===== config.mk =====
export PLATFORM = sky130hd
export DESIGN_NAME = instruction_fetch_unit
export DESIGN_NICKNAME = d
export VERILOG_FILES = /design/src/rtl/cpu_isa_pkg.sv /design/src/rtl/fetch_pc_reg.sv /design/src/rtl/instruction_fetch_unit.sv
export SDC_FILE = /design/constraint.sdc
export NUM_CORES = 1
export LEC_CHECK = 0
export ABC_AREA = 0
export CORE_MARGIN = 4
export CORE_UTILIZATION = 49
export CTS_CLUSTER_DIAMETER = 60
export DETAILED_ROUTE_END_ITERATION = 7
export PLACE_DENSITY = 0.84
export SLEW_MARGIN = 30
export SYNTH_ARGS = -nofsm -noshare
export SYNTH_HDL_FRONTEND = slang
export SYNTH_SLANG_ARGS = --single-unit
export TNS_END_PERCENT = 1

===== constraint.sdc =====
create_clock -name clk -period 3.05 [get_ports clk]
set_input_delay 0.61 -clock clk [delete_from_list [all_inputs] [get_ports clk]]
set_output_delay 0.61 -clock clk [all_outputs]
set_load 0.02 [all_outputs]

===== src/rtl/cpu_isa_pkg.sv =====
// Shared ISA definitions for the CPU front end.
// Holds the instruction/PC widths, the 5-bit opcode map, the fetch FSM
// state encoding and the next-PC select encoding used by fetch_pc_reg.
package cpu_isa_pkg;

    localparam int PC_W    = 16;
    localparam int INSTR_W = 9;
    localparam int OPC_W   = 5;

    // Opcode map (instr[8:4]); operand lives in instr[3:0].
    localparam logic [OPC_W-1:0] OP_ADD  = 5'b00000;
    localparam logic [OPC_W-1:0] OP_SUB  = 5'b00001;
    localparam logic [OPC_W-1:0] OP_AND  = 5'b00010;
    localparam logic [OPC_W-1:0] OP_OR   = 5'b00011;
    localparam logic [OPC_W-1:0] OP_XOR  = 5'b00100;
    localparam logic [OPC_W-1:0] OP_LDI  = 5'b00101;
    localparam logic [OPC_W-1:0] OP_LD   = 5'b00110;
    localparam logic [OPC_W-1:0] OP_ST   = 5'b00111;
    localparam logic [OPC_W-1:0] OP_JMP  = 5'b01000;
    localparam logic [OPC_W-1:0] OP_BEQ  = 5'b01001;
    localparam logic [OPC_W-1:0] OP_BNE  = 5'b01010;
    localparam logic [OPC_W-1:0] OP_HALT = 5'b11010;
    localparam logic [OPC_W-1:0] OP_TBD  = 5'b11111;

    typedef enum logic [1:0] {
        FS_RUN    = 2'd0,
        FS_DRAIN  = 2'd1,
        FS_HALTED = 2'd2
    } fetch_state_t;

    typedef enum logic [1:0] {
        PC_HOLD = 2'd0,
        PC_INC  = 2'd1,
        PC_LOAD = 2'd2
    } pc_sel_t;

endpackage


===== src/rtl/fetch_pc_reg.sv =====
// Program counter register with its next-PC mux.
// Ports:
//   clk, rst_n    clock, asynchronous active-low reset (PC -> RESET_PC)
//   i_sel         next-PC select: hold, increment (mod 2^PC_W) or load
//   i_load_pc     target PC used when i_sel == PC_LOAD
//   o_pc          current PC
module fetch_pc_reg
    import cpu_isa_pkg::*;
#(
    parameter int              PC_W_P   = PC_W,
    parameter logic [PC_W_P-1:0] RESET_PC = '0
) (
    input  logic              clk,
    input  logic              rst_n,
    input  pc_sel_t           i_sel,
    input  logic [PC_W_P-1:0] i_load_pc,
    output logic [PC_W_P-1:0] o_pc
);

    logic [PC_W_P-1:0] r_pc;
    logic [PC_W_P-1:0] w_pc_next;

    always_comb begin
        w_pc_next = r_pc;
        case (i_sel)
            PC_INC:  w_pc_next = r_pc + 1'b1;   // wraps naturally at 2^PC_W
            PC_LOAD: w_pc_next = i_load_pc;
            default: w_pc_next = r_pc;
        endcase
    end

    always_ff @(posedge clk or negedge rst_n) begin
        if (!rst_n) begin
            r_pc <= RESET_PC;
        end else begin
            r_pc <= w_pc_next;
        end
    end

    assign o_pc = r_pc;

endmodule


===== src/rtl/instruction_fetch_unit.sv =====
// Fetch stage: owns the PC (via fetch_pc_reg), addresses the combinational
// instruction ROM and registers the result into the IF/ID slot.
// Ports:
//   clk, rst_n           clock, asynchronous active-low reset
//   rom_pc / rom_instr   ROM address (current PC) and same-cycle ROM data
//   stall                hold PC and IF/ID contents
//   redirect/redirect_pc taken branch/jump target; squashes the IF/ID slot
//   halt_commit          halt retired in writeback; completes halt draining
//   if_valid/if_instr/if_pc  IF/ID pipeline register
//   halted               core halted, no further fetch until reset
module instruction_fetch_unit
    import cpu_isa_pkg::*;
#(
    parameter int                  PC_W_P    = PC_W,
    parameter int                  INSTR_W_P = INSTR_W,
    parameter logic [PC_W_P-1:0]   RESET_PC  = '0,
    parameter logic [OPC_W-1:0]    HALT_OPC  = OP_HALT
) (
    input  logic                 clk,
    input  logic                 rst_n,
    output logic [PC_W_P-1:0]    rom_pc,
    input  logic [INSTR_W_P-1:0] rom_instr,
    input  logic                 stall,
    input  logic                 redirect,
    input  logic [PC_W_P-1:0]    redirect_pc,
    input  logic                 halt_commit,
    output logic                 if_valid,
    output logic [INSTR_W_P-1:0] if_instr,
    output logic [PC_W_P-1:0]    if_pc,
    output logic                 halted
);

    fetch_state_t          r_state;
    logic                  r_if_valid;
    logic [INSTR_W_P-1:0]  r_if_instr;
    logic [PC_W_P-1:0]     r_if_pc;
    logic                  r_halted;

    pc_sel_t               w_pc_sel;
    logic [PC_W_P-1:0]     w_pc;
    logic                  w_is_halt;

    assign w_is_halt = (rom_instr[INSTR_W_P-1 -: OPC_W] == HALT_OPC);

    // Next-PC select follows the same priority as the FSM below:
    // redirect > stall > fetch; a fetched halt freezes the PC on itself.
    always_comb begin
        w_pc_sel = PC_HOLD;
        case (r_state)
            FS_RUN: begin
                if (redirect)       w_pc_sel = PC_LOAD;
                else if (stall)     w_pc_sel = PC_HOLD;
                else if (w_is_halt) w_pc_sel = PC_HOLD;
                else                w_pc_sel = PC_INC;
            end
            FS_DRAIN: begin
                if (redirect)       w_pc_sel = PC_LOAD;
            end
            default: w_pc_sel = PC_HOLD;
        endcase
    end

    fetch_pc_reg #(
        .PC_W_P   (PC_W_P),
        .RESET_PC (RESET_PC)
    ) u_pc (
        .clk       (clk),
        .rst_n     (rst_n),
        .i_sel     (w_pc_sel),
        .i_load_pc (redirect_pc),
        .o_pc      (w_pc)
    );

    always_ff @(posedge clk or negedge rst_n) begin
        if (!rst_n) begin
            r_state    <= FS_RUN;
            r_if_valid <= 1'b0;
            r_if_instr <= '0;
            r_if_pc    <= '0;
            r_halted   <= 1'b0;
        end else begin
            case (r_state)
                FS_RUN: begin
                    if (redirect) begin
                        // Squash the wrong-path instruction in IF/ID.
                        r_if_valid <= 1'b0;
                        r_if_instr <= '0;
                        r_if_pc    <= '0;
                    end else if (!stall) begin
                        r_if_valid <= 1'b1;
                        r_if_instr <= rom_instr;
                        r_if_pc    <= w_pc;
                        if (w_is_halt) r_state <= FS_DRAIN;
                    end
                end
                FS_DRAIN: begin
                    if (redirect) begin
                        // Halt was on a wrong path: resume at the target.
                        r_if_valid <= 1'b0;
                        r_if_instr <= '0;
                        r_if_pc    <= '0;
                        r_state    <= FS_RUN;
                    end else if (halt_commit) begin
                        r_if_valid <= 1'b0;
                        r_halted   <= 1'b1;
                        r_state    <= FS_HALTED;
                    end else if (!stall) begin
                        // Halt has moved on to ID; leave a bubble behind it.
                        r_if_valid <= 1'b0;
                    end
                end
                default: begin
                    r_if_valid <= 1'b0;
                    r_halted   <= 1'b1;
                end
            endcase
        end
    end

    assign rom_pc   = w_pc;
    assign if_valid = r_if_valid;
    assign if_instr = r_if_instr;
    assign if_pc    = r_if_pc;
    assign halted   = r_halted;

endmodule


# Yosys cells after proc, flatten, opt, wreduce, memory -nomap -nowiden
# Index checks and enable logic that the tools add are counted.
# totals
elab_cells	57
output_inout_bits	43
reg_bits	45
# classes
n_reduce_logical	7
bitwise_logic	1
n_eq_ne	13
muxes	29
add_sub_neg	1
# op_table
operator	n
$pmux W16 S2	2
$mux W16	3
$mux W9	3
$pmux W9 S2	1
$add A16 B1 Y16 const B	1
$mux W2	7
$ne A2 B2 Y1 const B	6
$mux W1	9
$pmux W2 S2	2
$ne A3 B3 Y1 const B	2
$reduce_and A3 Y1	2
$eq A5 B5 Y1 const B	1
$reduce_and A5 Y1	1
$eq A2 B1 Y1 const B	2
$ne A4 B4 Y1 const B	1
$pmux W1 S2	2
$reduce_bool A2 Y1	2
$eq A2 B2 Y1 const B	1
$logic_not A2 Y1	1
$reduce_and A2 Y1	1
$not A1 Y1	1

# Depth between registers and ports, before layout
# Gate-level depths: netlist of the first run.
# depth
word_depth	7
mapped_depth	8
mapped_depth_nobuf	7

# Modules after synthesis
# From an unflattened synthesis of the first run, not the netlist that was laid out.
# hier_totals
cells_unflattened	194
hier_area_um2	2175.8
# modules_own_cells
module	cells_per_inst	area_each_um2	n_inst
instruction_fetch_unit	73	1126.1	1
fetch_pc_reg	121	1049.8	1

# Least setup slack after synthesis of the first run
# Ideal clock, no wire load.
# synth_timing
path_type	input to register
start	input port stall
end	register u_pc.r_pc[13] (netlist: u_pc.o_pc[13])
required_ps	2981
n_path_buf	0
t_arrival_ps	2164
setup_time_ps	69
path_slack_ps	817
stages	6
path_cell_list	nor4_1 -> o21ai_0 -> ha_1 -> or3_1 -> or4_1 -> nand3_1
# synth_between
elab_chain_cells	5
# synth_rtl
element	line_no	rtl
start: declaration	instruction_fetch_unit.sv:23	input logic stall,
$mux W1 *	instruction_fetch_unit.sv:52	else if (stall) w_pc_sel = PC_HOLD;
$mux W2 *	instruction_fetch_unit.sv:51	if (redirect) w_pc_sel = PC_LOAD;
$pmux W2 S2 *	instruction_fetch_unit.sv:49	case (r_state)
$eq A2 B2 Y1 / $eq A2 B1 Y1 (equally long branches)	fetch_pc_reg.sv:25	case (i_sel)
$pmux W16 S2 / $reduce_bool A2 Y1 (equally long branches)	-	
end signal: assignment	fetch_pc_reg.sv:36	r_pc <= w_pc_next;
end: declaration	fetch_pc_reg.sv:20	logic [PC_W_P-1:0] r_pc;
# Every way passes the cells marked *; elsewhere a longest branch is shown, timed or not.
# A chain may end at the register's enable or synchronous reset.

# Worst setup path in the final report of the first run
# Same ends and word-level chain as after synthesis.

==> results of run 1 <==
per-stage QoR:
step	util (%)	total power (W)
after floorplan	-	0.00130
after global placement	68.2	0.00166
after CTS	70.2	0.00204
final	70.2	0.00203
after detailed placement	68.3	0.00168
after global routing	70.2	0.00215
final timing paths:
| kind | from | to | slack [ns] | cells after the start |
|---|---|---|---|---|
| worst max register to register | r_state[1]$_DFFE_PN0P_ | u_pc.o_pc[13]$_DFFE_PN0P_ | 0.72 | 6 |
| worst min-delay path | rst_n | u_pc.o_pc[4]$_DFFE_PN0P_ | 0.30 | 1 |
| worst min register to register | halted$_DFFE_PN0P_ | halted$_DFFE_PN0P_ | 0.47 | 1 |
| max in group asynchronous | rst_n | u_pc.o_pc[7]$_DFFE_PN0P_ | 2.35 | 1 |
| min in group clk | halted$_DFFE_PN0P_ | halted$_DFFE_PN0P_ | 0.47 | 1 |
| worst max-delay path | stall | u_pc.o_pc[13]$_DFFE_PN0P_ | 0.37 | 7 |
final cells by class:
cell class	count	area share, %
multi-input combinational	185	33.5
inverter	4	0.488
clock inverter	1	0.244
clock buffer	7	2.48
tap	52	2.11
timing repair buffer	77	24.6
sequential	45	36.6
state kept, by name, summed over array words and instances (netlist names):
name       count
halted         1
u_pc.o_pc     16
if_valid       1
r_state        2
if_pc         16
if_instr       9
Yosys cell counts, types with 2 or more instances:
master,number
nand2_1,58
a41oi_1,2
o41ai_1,2
o21ai_0,35
a32oi_1,2
a22oi_1,4
nor4_1,5
inv_1,3
nor2b_1,4
mux2i_1,5
a2bb2oi_1,2
nor2_1,12
nand2b_1,3
ha_1,2
a31o_2,3
nor3_1,5
nand3_1,3
a21oi_1,9
buf_1,2
nand4_1,4
dfrtp_1,45
buf_2,5
o21ai_1,5
clkbuf_1,7
o31ai_1,2
worst max-delay path, stage by stage:
cell	delay (ns)
clkdlybuf4s50_1	0.45
nor4_1	0.39
o21ai_0	0.16
ha_1	0.46
or3_1	0.35
or4_1	0.40
nand3_1	0.09
cell families (layout without fill, tap and decap cells):
group / Yosys count / count (layout)
AOI/OAI and AO/OA: 72 / 72
adders and majority gates: 2 / 2
buffers and inverters: 20 / 89
DFF: 45 / 45
muxes: 6 / 6
and+or+nand+nor: 105 / 105
power breakdown:
group | switching (W) | internal (W) | total [W]
Sequential | 0.000185 | 0.000719 | 0.000904
Combinational | 0.000398 | 0.000372 | 0.000771
Clock | 0.000196 | 0.000162 | 0.000358
Total | 0.000779 | 0.00125 | 0.00203
layer usage:
metal / share of wire [%] / GRT usage [%]
met5: 0 / 0
met4: 1.5 / 6.80
met3: 6.3 / 3.30
met2: 50 / 33.2
met1: 42 / 29.2
==> out/results.tsv, run 1 <==
stage	metric	value	unit
outcome	status	completed	
sta	report.final.hold_viol_count	0	
synth	synth_top_family_by_area	simple AND/OR/NAND/NOR gates	
synth	ys_ff_latch	45	
synth	synth_ff_type	dfrtp_1	
global_routing	grt_pass1_vias	1963	
floorplan	pin_count	73	
cells_and_area	final_cells	371	
detailed_routing	first_pass_iters	4	
setup_path	required	3.29	ns
sta	fin_setup_tns	0	ns
clocking	clk_path_buf_depth	2	
clocking	clockRootBuffer	clkbuf_8	
cells_and_area	nFillCells	355	
synth	synth_edf_count	0	
detailed_routing	drt_iter0_markers	158	
power_and_ir_drop	p_leak	1.25	nW
job	drv_cap	0	
sta	holdWs	0.296	ns
floorplan	rows	24	
synth	yosys.cell_types.count	46	
synth	synthTopCellsByArea	dfrtp_1 50%, nand2_1 9.7%, o21ai_0 7.8%	
cells_and_area	antenna_cells	0	
synth	synth_nets	282	
synth	yosys_warnings	0	
setup_path	cp-end-kind	register	
clocking	clkSinkCount	45	
setup_path	path_max_fanout	12	
sta	slew_headroom	61.6	%
clocking	cts_setup_buffers	0	
floorplan	coreArea	0.00438	sq mm
detailed_routing	drtAntennaViolNets	0	
sta	max_slew.worst_pin.slew	0.576	ns
place	port_buffers	72	
synth	synth_top_area_share	50.1	%
synth	synth_area	0.00225	sq mm
synth	synthArstFlopShare	100	%
detailed_routing	drc	0	
sta	fin_ws	0.372	ns
clocking	cts.repair.resized	0	
clocking	path_clk_slew	0.09	ns
place	dpl.cell_count	363	
power_and_ir_drop	powerDensity	661	mW/mm^2
setup_path	cp-start-kind	input port	
cells_and_area	regArea	0.00113	sq mm
synth	ys_seq_area_share	50.1	%
synth	synth-xor-area-share	0	%
clocking	cts-hold-fix-buffers	0	
detailed_routing	routedWlPerCell	15.3	um
synth	synth_cells	250	
global_routing	grt_pass1_wl	9250	um
floorplan	dieArea	0.00573	sq mm
setup_path	crit_type	input port to register	
sta	rsz0062_at_grt	no	
power_and_ir_drop	ir_drop	0.457	mV
sta	finalClockSkew	0.0105	ns
synth	synth_simple_gate_area_share	22.2	%
sta	setup_viol	0	
cells_and_area	multi_input_area	0.00103	sq mm
cells_and_area	nets	350	
worst_hold_path	hold_path_class	input port to async pin	
clocking	clk_latency	0.30	ns
sta	fmax	373	MHz
clocking	tritoncts	built	
detailed_routing	via_per_inst	5.63	
global_routing	grt_max_degree	51	
synth	synthAdderAreaFrac	1.11	%
detailed_routing	route.vias.total	2090	
global_routing	grt_antenna_before_repair	0	
cells_and_area	final_cell_area	0.00308	sq mm
floorplan	start_util	51.2	%
detailed_routing	wirelength	5670	um
place	placed_cell_area	0.00299	sq mm
sta	report.final.slew_viol_count	0	
setup_path	cp.arrival	2.92	ns
synth	synthMuxAreaShare	2.73	%
place	gp_congestion	0.794	
sta	fin_crit	2.68	ns
synth	synth_area_per_cell	8.98	sq um
floorplan	die_w	75.7	um
sta	min_period_over_period	87.8	%
place	place_ws	0.149	ns
clocking	cts_buffers	5	
cells_and_area	drive_above_1_share	7.52	%
synth	synth_compound_area_share	19.7	%
cells_and_area	synthToLayoutAreaGrowth	37.0	%
clocking	htree_num_levels	2	
cells_and_area	mostFrequentLayoutCell	clkdlybuf4s50_1	
place	hpwlAfterDp	4070	um
cells_and_area	final_cell_mix	71 x clkdlybuf4s50_1, 58 x nand2_1, 45 x dfrtp_1	
global_routing	grt_usage	20.8	%
synth	post-synth-top-area-cell	dfrtp_1	
floorplan	dieHeight	75.7	um
global_routing	grt_overflow	0	
Note: power is estimated with default switching activity, not from simulation.
==> run 2: changes to the inputs <==
CORE_UTILIZATION = 52   (was 49)
DONT_BUFFER_PORTS = 1   (was unset)
PLACE_DENSITY = 0.67   (was 0.84)
==> out/results.tsv, run 2 (same netlist as run 1, synthesis figures left out) <==
stage	metric	value	unit
sta	report.final.hold_viol_count	0	
global_routing	grt_pass1_vias	1686	
floorplan	start_util	55.0	%
setup_path	path_cells	nor4_1 > o21ai_0 > ha_1 > or3_1 > or4_1 > nand3_1	
floorplan	pin_count	73	
clocking	clk_latency	0.29	ns
sta	fin_crit	2.17	ns
power_and_ir_drop	p_total	0.00187	W
worst_hold_path	hold_path_class	input port to async pin	
floorplan	dieHeight	73.7	um
floorplan	dieArea	0.00543	sq mm
sta	fmax	462	MHz
detailed_routing	drtAntennaViolNets	0	
clocking	clkSinkCount	45	
sta	fin_setup_tns	0	ns
global_routing	grt_overflow	0	
cells_and_area	final_util	59.6	%
place	port_buffers	0	
cells_and_area	synthToLayoutAreaGrowth	8.47	%
sta	finalClockSkew	0.00153	ns
cells_and_area	nFillCells	391	
clocking	clockRootBuffer	clkbuf_8	
global_routing	grt_max_degree	51	
detailed_routing	drc	0	
clocking	path_clk_slew	0.08	ns
floorplan	coreArea	0.00409	sq mm
setup_path	cp-start-kind	register	
power_and_ir_drop	clock_power_share	24.5	%
clocking	clk_path_buf_depth	2	
setup_path	crit_type	register to register	
sta	holdWs	0.153	ns
clocking	cts_setup_buffers	0	
detailed_routing	first_pass_iters	4	
detailed_routing	wirelength	5220	um
detailed_routing	via_per_inst	5.91	
setup_path	cpMaxStageDelayCell	dfrtp_1	
cells_and_area	drive_above_1_share	9.72	%
cells_and_area	final_cell_mix	58 x nand2_1, 45 x dfrtp_1, 35 x o21ai_0	
power_and_ir_drop	powerDensity	766	mW/mm^2
cells_and_area	nets	278	
sta	setup_viol	0	
power_and_ir_drop	combPwrFrac	17.9	%
detailed_routing	route.vias.total	1755	
floorplan	die_w	73.7	um
sta	max_slew.worst_pin.slew	0.542	ns
job	drv_cap	0	
power_and_ir_drop	seqPwrFrac	57.6	%
cells_and_area	mostFrequentLayoutCell	nand2_1	
sta	report.final.slew_viol_count	0	
setup_path	required	3.28	ns
setup_path	crit_family	simple AND/OR/NAND/NOR gates	
detailed_routing	routedWlPerCell	17.6	um
detailed_routing	drt_iter0_markers	81	
cells_and_area	final_cell_area	0.00244	sq mm
sta	min_period_over_period	71.0	%
clocking	cts_buffers	5	
setup_path	path_buf_inv	0	
floorplan	rows	23	
power_and_ir_drop	p_sw	0.000733	W
setup_path	path_max_fanout	12	
sta	rsz0062_at_grt	no	
global_routing	grt_antenna_before_repair	0	
cells_and_area	antenna_cells	0	
outcome	status	completed	
setup_path	cp.arrival	2.40	ns
clocking	htree_num_levels	2	
global_routing	grt_pass1_wl	8620	um
power_and_ir_drop	internal_power	0.00113	W
power_and_ir_drop	p_leak	1.01	nW
place	placed_cell_area	0.00226	sq mm
clocking	cts-hold-fix-buffers	1	
sta	slew_headroom	63.8	%
power_and_ir_drop	switching_share	39.3	%
clocking	tritoncts	built	
setup_path	cp-end-kind	register	
global_routing	grt_usage	20.7	%
clocking	cts.repair.resized	0	
place	gp_congestion	0.777	
setup_path	slowest_delay	0.42	ns
place	hpwlAfterDp	3610	um
power_and_ir_drop	ir_drop	0.383	mV
==> run 2: cell count changes in the layout (fill, tap and decap cells not counted), sizes merged <==
cell	delta
buf	-1
bufinv	+1
clkinvlp	-1
clkdlybuf4s50	-71
==> run 2: power by group through the flow <==
stage / clock network [W] / logic (W) / registers (W)
after global placement: 0 / 0.000299 / 0.00109
final: 0.000458 / 0.000334 / 0.00107
after global routing: 0.000496 / 0.000391 / 0.00111
after CTS: 0.000482 / 0.000326 / 0.00108
after detailed placement: 0 / 0.000309 / 0.00109
after floorplan: 0 / 0.000307 / 0.000995
==> run 2: cell type report <==
cell class	instances	area, sq um	area share, %
inverters	4	15.0	0.616
flip-flops and latches	45	1130	46.2
well taps	50	62.6	2.57
clock inverters	1	30.0	1.23
multi-input cells	185	1040	42.6
clock buffers	7	86.3	3.54
repair buffers	5	77.6	3.18
==> run 2: final timing paths <==
check	from	endpoint	slack, ns	depth (start not counted)
max in group asynchronous	rst_n	u_pc.o_pc[3]$_DFFE_PN0P_	2.69	1
max	r_state[1]$_DFFE_PN0P_	u_pc.o_pc[13]$_DFFE_PN0P_	0.88	6
max reg2reg	r_state[1]$_DFFE_PN0P_	u_pc.o_pc[13]$_DFFE_PN0P_	0.88	6
min in group clk	rom_instr[1]	if_instr[1]$_DFFE_PN0P_	0.45	2
min	rst_n	if_pc[5]$_DFFE_PN0P_	0.15	1
min reg2reg	r_state[1]$_DFFE_PN0P_	r_state[1]$_DFFE_PN0P_	0.56	1
==> run 2: per-layer routing <==
layer,global-route usage (%),routed length (um)
met1,29.6,2370
met2,29.7,2360
met3,6.16,392
met4,7.44,101
met5,0,0
==> run 2: metrics by stage <==
step                setup slack, ns  cells
detailed placement            0.672    287
finish                        0.883    297
global route                  0.675    297
floorplan                     0.817    250
global placement              0.705    287
CTS                           0.863    296
==> patch, RTL diff (config.mk and constraints of run 2) <==
Set the package constant `PC_W` to 32 (it was 16).
--- a/src/rtl/cpu_isa_pkg.sv
+++ b/src/rtl/cpu_isa_pkg.sv
@@ -4,5 +4,5 @@
 package cpu_isa_pkg;
 
-    localparam int PC_W    = 16;
+    localparam int PC_W    = 32;
     localparam int INSTR_W = 9;
     localparam int OPC_W   = 5;
Interface: changed (resized if_pc, redirect_pc and rom_pc); port bits go from 73 to 121. The function was not compared with the original's and may differ.
==> patch against run 2 <==
First-iteration DRC count rose to 3.2 times the old value; cell area is 79% higher; power grew 72%; synthesized cell count rose by 86%; synthesized area grew 79%; largest cell class is now multi-input gates; worst setup slack worse by 0.25 ns; largest power group unchanged; routed wire length is 100% higher; die area is 70% higher; clock skew up 0.0089 ns; critical path type unchanged; sequential cell count rose by 32; sequential share of layout area shrank 2.0 points.
==> patch: results (changes against run 2) <==
status - finished, final reports clean (unchanged)
CP Launch Point - r_state[0] (was r_state[1])
r2r setup slk - 0.63 ns (was 0.88 ns)
pin count of the biggest net entering global routing - 78 (was 51)
Setup crit end - u_pc.o_pc[30] (was u_pc.o_pc[13])
Via density - 6.19 (was 5.91)
Crit path largest cell delay - 0.46 ns (was 0.42 ns)
wire per inst - 19.3 um (was 17.6 um)
TritonRoute pass-1 iters - 5 (was 4)
mux share of post-synthesis cell area - 0.0155 (was 0.0273)
complex-gate fraction of the synthesized area - 0.194 (was 0.197)
Final #Nets - 500 (was 278)
Synth Net Count - 513 (was 282)
Seq/Total Area, Yosys - 0.478 (was 0.501)
HPWL Detailed - 7630 um (was 3610 um)
Least-Margin Pin Slew - 0.663 ns (was 0.542 ns)
most frequent cells after synthesis - nand2_1, dfrtp_1, o21ai_0 (unchanged)
GRT Resource Usage Total - 0.241 (was 0.207)
crit-path max FO - 26 (was 12)
Inst Count DP - 539 (was 287)
CP arrival - 2.64 ns (was 2.40 ns)
Synth Area in Adders - 0.00621 (was 0.0111)
fmax - 413 MHz (was 462 MHz)
Worst VDD drop - 352 uV (was 383 uV)
vias in the first global route - 3,236 (was 1,686)
worst skew pair latency - 0.34 ns (was 0.29 ns)
Distinct cells, synth - 54 (was 46)
TritonCTS buffer count - 9 (was 5)
Synth area leaders - dfrtp_1, nand2_1, o21ai_0 (unchanged)
# H-tree levels - 3 (was 2)
R2R cell count - 8 (was 6)
Layout Cells excl Fill - 555 (was 297)
Hold Path Class - in2async (unchanged)
Gate Count Post-Synth - 465 (was 250)
Final GP Congestion - 0.849 (was 0.777)
Max Clock Skew - 0.0104 ns (was 0.00153 ns)
leak pwr - 1.79 nW (was 1.01 nW)
DR iter-0 viols - 259 (was 81)
share of post-route cells with drive strength above 1 - 0.0965 (was 0.0972)
[patch: area by class of cell]
type / count / area, um2
fill: 706 / 3050
clock buffer: 10 / 138
sequential: 77 / 1930
clock inverter: 5 / 60.1
multi-input combinational: 346 / 1960
tap: 99 / 124
timing repair buffer: 10 / 120
inverter: 8 / 30.0
[patch: how the worst min path moves through the flow]
stage,from,end,slack [ns],cells past startpoint
final,rst_n,if_instr[2],0.15,1
after detailed placement,rst_n,if_instr[4],0.32,0
after global routing,rst_n,if_instr[2],0.15,1
after CTS,rst_n,if_instr[4],0.16,1
after floorplan,rst_n,halted,0.31,0
after global placement,rst_n,if_instr[2],0.32,0
[patch: timing repair]
action | CTS | global route
hold buffers | 1 | 0
hold endpoints to repair | 77 | 0
resized for setup | 0 | 0
[patch: report_power, final]
group | leakage, nW | internal (mW) | total (mW) | switching (mW)
Combinational | 0.747 | 0.246 | 0.580 | 0.334
Clock | 0.0987 | 0.399 | 0.775 | 0.376
Sequential | 0.946 | 1.22 | 1.85 | 0.635
[patch: routing by layer]
layer	wire, um	GRT usage	vias up
met4	142	0.0770	0
met3	1150	0.0829	12
met1	4520	0.331	1639
li1	-	-	1632
met2	4880	0.357	154
met5	0	0	-
[patch: kinds of logic (layout without fill, tap and decap cells)]
| group | count (synthesis) | in the layout |
|---|---|---|
| flip-flops | 77 | 77 |
| multiplexers | 6 | 6 |
| AO/OA/AOI/OAI | 128 | 128 |
| adder cells (fa/ha/maj) | 2 | 2 |
| AND/OR/NAND/NOR | 210 | 210 |
| buffers and inverters | 42 | 33 |
[patch: worst max-delay path: cells and delay by family (launching register included)]
family / cells / cell delay (ns)
AO/OA/AOI/OAI: 2 / 0.41
adder cells (fa/ha/maj): 1 / 0.37
buffers and inverters: 2 / 0.44
flip-flops: 1 / 0.46
AND/OR/NAND/NOR: 3 / 0.61
